## config.mk

```make
export PLATFORM = sky130hd
export DESIGN_NAME = garage_motor_driver
export DESIGN_NICKNAME = d
export VERILOG_FILES = /design/src/rtl/garage_motor_driver.sv
export SDC_FILE = /design/constraint.sdc
export NUM_CORES = 1
export LEC_CHECK = 0
export BUFFER_PORTS_ARGS = -buffer_cell sky130_fd_sc_hd__buf_4
export CAP_MARGIN = 20
export CORE_ASPECT_RATIO = 0.5
export CORE_UTILIZATION = 40
export DETAILED_ROUTE_END_ITERATION = 12
export PLACE_DENSITY_LB_ADDON = 0.08
export SLEW_MARGIN = 0
export SYNTH_ARGS = -nofsm -noshare
export SYNTH_HDL_FRONTEND = slang
export SYNTH_SLANG_ARGS = --single-unit
```

## constraint.sdc

```tcl
create_clock -name CLK -period 2.8 [get_ports CLK]
set_clock_uncertainty 0.15 [all_clocks]
set_input_delay 0.56 -clock CLK [delete_from_list [all_inputs] [get_ports CLK]]
set_output_delay 0.56 -clock CLK [all_outputs]
set_load 0.02 [all_outputs]
```

## src/rtl/garage_motor_driver.sv

```systemverilog
// garage_motor_driver
//   Soft-start H-bridge gate driver for a garage door motor. Up/down
//   commands ramp a PWM duty cycle up to full scale, hold it, and ramp it
//   back down on stop or reversal. A dead interval with both gates off
//   separates every run from the next.
//
// Build option:
//   STALL_TIMEOUT_EN - when defined, a run counter trips a latched stall
//                      fault after RUN_LIMIT cycles in RUN; Clear releases it.
//                      When undefined, Fault is tied low and Clear is ignored.
//
// Ports:
//   CLK        in   rising-edge clock
//   RST        in   asynchronous active-high reset
//   Up_Motor   in   open-door command
//   Down_Motor in   close-door command
//   Clear      in   synchronous stall-fault clear
//   PWM_Up     out  registered high-side drive, up direction
//   PWM_Down   out  registered high-side drive, down direction
//   Duty       out  current duty value [PWM_BITS-1:0]
//   Busy       out  high whenever not IDLE
//   Fault      out  latched stall fault
module garage_motor_driver #(
  parameter int unsigned PWM_BITS    = 8,
  parameter int unsigned RAMP_DIV    = 16,
  parameter int unsigned RAMP_STEP   = 8,
  parameter int unsigned DEAD_CYCLES = 32,
  parameter int unsigned RUN_LIMIT   = 100000
) (
  input  logic                CLK,
  input  logic                RST,
  input  logic                Up_Motor,
  input  logic                Down_Motor,
  input  logic                Clear,
  output logic                PWM_Up,
  output logic                PWM_Down,
  output logic [PWM_BITS-1:0] Duty,
  output logic                Busy,
  output logic                Fault
);

  localparam int unsigned PRE_W  = (RAMP_DIV > 1) ? $clog2(RAMP_DIV) : 1;
  localparam int unsigned DEAD_W = (DEAD_CYCLES > 1) ? $clog2(DEAD_CYCLES) : 1;

  localparam logic [PRE_W-1:0]  PRE_LAST  = PRE_W'(RAMP_DIV - 1);
  localparam logic [DEAD_W-1:0] DEAD_LAST = DEAD_W'(DEAD_CYCLES - 1);
  localparam logic [PWM_BITS:0] DUTY_MAX  = {1'b0, {PWM_BITS{1'b1}}};
  localparam logic [PWM_BITS:0] STEP      = (PWM_BITS + 1)'(RAMP_STEP);

  typedef enum logic [2:0] {
    IDLE,
    RAMP_UP,
    RUN,
    RAMP_DOWN,
    DEAD,
    FAULT
  } state_e;

  typedef enum logic {
    DIR_UP,
    DIR_DN
  } dir_e;

  state_e              state_q, state_d;
  dir_e                dir_q, dir_d;
  logic [PWM_BITS-1:0] duty_q, duty_d;
  logic [PWM_BITS-1:0] pwm_cnt_q;
  logic [PRE_W-1:0]    pre_q, pre_d;
  logic [DEAD_W-1:0]   dead_q, dead_d;
  logic                pwm_up_q, pwm_up_d;
  logic                pwm_dn_q, pwm_dn_d;

  logic                cmd_up, cmd_dn, cmd_dir;
  logic                pre_tick;
  logic [PRE_W-1:0]    pre_next;
  logic [PWM_BITS:0]   duty_sum, duty_diff;
  logic                up_sat, dn_zero;
  logic                drive, pwm_on;

  assign cmd_up  = Up_Motor & ~Down_Motor;
  assign cmd_dn  = Down_Motor & ~Up_Motor;
  assign cmd_dir = (dir_q == DIR_UP) ? cmd_up : cmd_dn;

  assign pre_tick = (pre_q == PRE_LAST);
  assign pre_next = pre_tick ? '0 : pre_q + 1'b1;

  // One extra bit so saturation is detected before the duty wraps.
  assign duty_sum  = {1'b0, duty_q} + STEP;
  assign duty_diff = {1'b0, duty_q} - STEP;
  assign up_sat    = (duty_sum >= DUTY_MAX);
  assign dn_zero   = ({1'b0, duty_q} <= STEP);

`ifdef STALL_TIMEOUT_EN
  localparam int unsigned RUN_W = (RUN_LIMIT > 1) ? $clog2(RUN_LIMIT) : 1;
  localparam logic [RUN_W-1:0] RUN_LAST = RUN_W'(RUN_LIMIT - 1);

  logic [RUN_W-1:0] run_q, run_d;
  logic             run_expired;

  assign run_expired = (run_q == RUN_LAST);
  assign run_d       = (state_q == RUN && state_d == RUN) ? run_q + 1'b1 : '0;

  always_ff @(posedge CLK or posedge RST) begin
    if (RST) run_q <= '0;
    else     run_q <= run_d;
  end

  assign Fault = (state_q == FAULT);
`else
  logic run_expired;
  logic unused_cfg;

  assign run_expired = 1'b0;
  assign unused_cfg  = Clear ^ (RUN_LIMIT == 0);
  assign Fault       = 1'b0;
`endif

  always_comb begin
    state_d = state_q;
    dir_d   = dir_q;
    duty_d  = duty_q;
    pre_d   = '0;
    dead_d  = '0;

    case (state_q)
      IDLE: begin
        if (cmd_up || cmd_dn) begin
          dir_d   = cmd_dn ? DIR_DN : DIR_UP;
          state_d = RAMP_UP;
        end
      end

      RAMP_UP: begin
        // Command loss wins over a coincident tick so the ramp-down starts
        // from the duty that was actually being driven.
        if (!cmd_dir) begin
          state_d = RAMP_DOWN;
        end else begin
          pre_d = pre_next;
          if (pre_tick) begin
            if (up_sat) begin
              duty_d  = DUTY_MAX[PWM_BITS-1:0];
              state_d = RUN;
            end else begin
              duty_d = duty_sum[PWM_BITS-1:0];
            end
          end
        end
      end

      RUN: begin
        if (!cmd_dir) begin
          state_d = RAMP_DOWN;
        end else if (run_expired) begin
          duty_d  = '0;
          state_d = FAULT;
        end
      end

      RAMP_DOWN: begin
        if (cmd_dir) begin
          state_d = RAMP_UP;
        end else begin
          pre_d = pre_next;
          if (pre_tick) begin
            if (dn_zero) begin
              duty_d  = '0;
              state_d = DEAD;
            end else begin
              duty_d = duty_diff[PWM_BITS-1:0];
            end
          end
        end
      end

      DEAD: begin
        if (dead_q == DEAD_LAST) begin
          if (cmd_up || cmd_dn) begin
            dir_d   = cmd_dn ? DIR_DN : DIR_UP;
            state_d = RAMP_UP;
          end else begin
            state_d = IDLE;
          end
        end else begin
          dead_d = dead_q + 1'b1;
        end
      end

      FAULT: begin
        duty_d = '0;
`ifdef STALL_TIMEOUT_EN
        if (Clear) state_d = IDLE;
`else
        state_d = IDLE;
`endif
      end

      default: state_d = IDLE;
    endcase
  end

  // Gate drive is decided from the current registered state; a single dir
  // bit selects the side, so both gates can never be on together.
  assign drive    = (state_q == RAMP_UP) || (state_q == RUN) || (state_q == RAMP_DOWN);
  assign pwm_on   = (pwm_cnt_q < duty_q);
  assign pwm_up_d = drive && pwm_on && (dir_q == DIR_UP);
  assign pwm_dn_d = drive && pwm_on && (dir_q == DIR_DN);

  always_ff @(posedge CLK or posedge RST) begin
    if (RST) begin
      state_q   <= IDLE;
      dir_q     <= DIR_UP;
      duty_q    <= '0;
      pwm_cnt_q <= '0;
      pre_q     <= '0;
      dead_q    <= '0;
      pwm_up_q  <= 1'b0;
      pwm_dn_q  <= 1'b0;
    end else begin
      state_q   <= state_d;
      dir_q     <= dir_d;
      duty_q    <= duty_d;
      pwm_cnt_q <= pwm_cnt_q + 1'b1;
      pre_q     <= pre_d;
      dead_q    <= dead_d;
      pwm_up_q  <= pwm_up_d;
      pwm_dn_q  <= pwm_dn_d;
    end
  end

  assign PWM_Up   = pwm_up_q;
  assign PWM_Down = pwm_dn_q;
  assign Duty     = duty_q;
  assign Busy     = (state_q != IDLE);

endmodule

```

==> flow_metrics.env <==
export IMPL_post_place_ws_ns=0.503
export IMPL_cts_setup_buffers=0
export IMPL_routabilityCongestion=0.759
export IMPL_die_area_sq_um=4930
export IMPL_layout_drive_gt1_share_pct=16.2
export IMPL_ys_warn_count=0
export IMPL_syn_area_sq_um=1850
export IMPL_design_core_area_sq_um=4420
export IMPL_p_leak_nw=0.968
export IMPL_htreeDepth=2
export IMPL_start_util_pct=41.9
export IMPL_fin_ws_ns=0.635
export IMPL_ant_nets=0
export IMPL_drc_errors=2
export IMPL_yosys_area_top_type="dfrtp_1"
export IMPL_area_growth_pct=12.1
export IMPL_grt_pass1_vias=1342
export IMPL_clkPwrFrac_pct=18.6
export IMPL_synth_edf_count=0
export IMPL_vias=1423
export IMPL_hold_path_class="in2async"
export IMPL_cts_buffers=5
export IMPL_worstReg2RegStart="Duty[3]$_DFFE_PP0P_"
export IMPL_fin_crit_sh_pct=77.3
export IMPL_ioPinCount=17
export IMPL_grt_overflow=0
export IMPL_drt_iter0_drc=113
export IMPL_syn_area_per_cell_sq_um=9.86
export IMPL_peakVddDrop_uv=306
export IMPL_reg2reg_depth=7
export IMPL_synthTopCellsByArea="dfrtp_1, ha_1, a21oi_1, nor2_1, xnor2_1"
export IMPL_power_switching_uw=833
export IMPL_power_total_mw=1.91
export IMPL_post_route_util_pct=46.9
export IMPL_rows=17
export IMPL_grt_use_total_pct=17.5
export IMPL_yosysMostFrequentCell="dfrtp_1"
export IMPL_antenna_cells=0
export IMPL_rr_endpoint="state_q[1]$_DFFE_PP0P_"
export IMPL_synth_common_cells="dfrtp_1, a21oi_1, ha_1, nor2_1, inv_1"
export IMPL_viasPerCell=5.45
export IMPL_die_w_um=98.3
export IMPL_finalHoldViolCount=0
export IMPL_worst_path_max_fanout=5
export IMPL_yosys_register_bits=29
export IMPL_seqPwrFrac_pct=33.7
export IMPL_finalCriticalPeriod_ns=2.16
export IMPL_pwr_share_comb_pct=47.7
export IMPL_yosysSeqAreaShare_pct=39.2
export IMPL_ys_flop_type="dfrtp_1"
export IMPL_drv_slew=0
export IMPL_violations="design-rule violations"
export IMPL_die_y_um=50.1
export IMPL_hpwl_um=2630
export IMPL_r2r_setup_slack_ns=0.64
export IMPL_drv_cap=0
export IMPL_firstDrtPassIters=8
export IMPL_synth_top_area_share_pct=39.2
export IMPL_hold_buffers=0
export IMPL_num_nets_final=225
export IMPL_arrival_ns=2.19
export IMPL_wl_um=3650
export IMPL_rsz0062_at_grt="no"
export IMPL_pwr_density_cell_nw_per_um2=918
export IMPL_status="finished, violations left"
export IMPL_path_clk_slew_ns=0.07
export IMPL_finalSetupViolCount=0
export IMPL_num_fill_cells=429
export IMPL_start_kind="flip-flop"
export IMPL_place_port_buffers=14
export IMPL_endpoint_kind="flip-flop"
export IMPL_worstPathRequired_ns=2.82
export IMPL_grt_max_degree=30
export IMPL_fin_hold_ws_ns=0.202
export IMPL_place_inst=254
export IMPL_stdcell_area_sq_um=2080
export IMPL_post_synth_inst_count=188
export IMPL_syn_nets=209
export IMPL_clock_sinks=29
export IMPL_antenna_found_initial=0
export IMPL_p_int_mw=1.07
export IMPL_cts_root_buf="clkbuf_8"
export IMPL_final_cells=261
export IMPL_path_class="reg2reg"
export IMPL_synth_cell_types=50
export IMPL_clockBufferDepth=2
export IMPL_clk_insertion_delay_late_ns=0.29
export IMPL_postPlaceCellArea_sq_um=1990
export IMPL_synth_async_reset_ratio_pct=100
export IMPL_swShare_pct=43.7
export IMPL_cts_tree="done"
export IMPL_setup_tns_final_ns=0
export IMPL_grt_pass1_wl_um=6590
export IMPL_wire_per_inst_um=14.0
export IMPL_crit_start="Duty[3]$_DFFE_PP0P_"
export IMPL_cts_resized=0
export IMPL_fmax_mhz=462
## metal layers
layer	global-route usage [%]	part of all wire, %	vias to the layer above
met3	5.43	4.5	7
met4	6.72	1.5	0
li1	-	-	709
met2	24.4	39	27
met1	25.2	55	680
met5	0	0	-
## power by group through the flow
stage                     clock network, mW  logic [mW]  registers, mW
after floorplan                           0       0.694          0.638
after global placement                    0       0.903          0.646
after detailed placement                  0       0.902          0.646
after CTS                             0.362       0.907          0.638
after global routing                  0.390        1.01          0.659
final                                 0.355       0.910          0.642
## cells by family after synthesis
| logic type | synth area share, % |
|---|---|
| buf+inv | 5.74 |
| simple gates | 17.1 |
| xor+xnor | 5.67 |
| mux | 1.96 |
| other cells | 0.202 |
| fa+ha+maj | 10.8 |
| flops | 39.2 |
| compound gates | 19.4 |
## layout make-up
class	instances	area [sq um]	share of cell area, %
multi-input cells	139	1020	49.2
flip-flops and latches	29	726	34.9
repair buffers	17	128	6.14
clock buffers	7	86.3	4.16
well taps	57	71.3	3.43
inverters	12	45.0	2.17
## registers in the layout, indices dropped and copies added, names as in the netlist
| register | cells |
|---|---|
| PWM_Down | 1 |
| pre_q | 4 |
| pwm_cnt_q | 8 |
| dead_q | 5 |
| dir_q | 1 |
| PWM_Up | 1 |
| state_q | 3 |
| Duty | 6 |
## critical path, cell delays in order (launching register included)
cell      delay [ns]
dfrtp_1         0.38
inv_1           0.14
ha_1            0.27
nor2b_1         0.16
o21ai_4         0.12
a211oi_2        0.13
or4b_1          0.51
a22o_1          0.19
## layout by cell type, fill, tap and decap left out, types with 2 or more instances in the layout
| cell type | Yosys | final |
|---|---|---|
| a21o_1 | 5 | 5 |
| nor2b_1 | 3 | 3 |
| xnor2_1 | 6 | 6 |
| ha_1 | 16 | 16 |
| nor4_1 | 2 | 2 |
| nand2b_1 | 3 | 3 |
| nand2_1 | 10 | 10 |
| nor3_1 | 2 | 2 |
| nand4_1 | 2 | 2 |
| clkbuf_8 | 0 | 6 |
| a21oi_1 | 16 | 16 |
| nor2_1 | 16 | 16 |
| and3_1 | 5 | 5 |
| a31oi_1 | 3 | 3 |
| nand3_1 | 9 | 9 |
| nand3b_1 | 2 | 2 |
| inv_1 | 12 | 12 |
| dfrtp_1 | 29 | 29 |
| xor2_1 | 6 | 6 |
| o21ai_0 | 6 | 6 |
| buf_4 | 4 | 17 |
## worst max-delay path by stage
stage | end | slack (ns) | cells past startpoint
finish | state_q[1]$_DFFE_PP0P_ | 0.64 | 7
global route | Busy | 0.53 | 3
detailed placement | Duty[6]$_DFFE_PP0P_ | 0.50 | 7
CTS | state_q[1]$_DFFE_PP0P_ | 0.63 | 7
floorplan | state_q[1]$_DFFE_PP0P_ | 0.46 | 7
global placement | Duty[3]$_DFFE_PP0P_ | 0.51 | 7
Power figures use the tool's default switching activity.
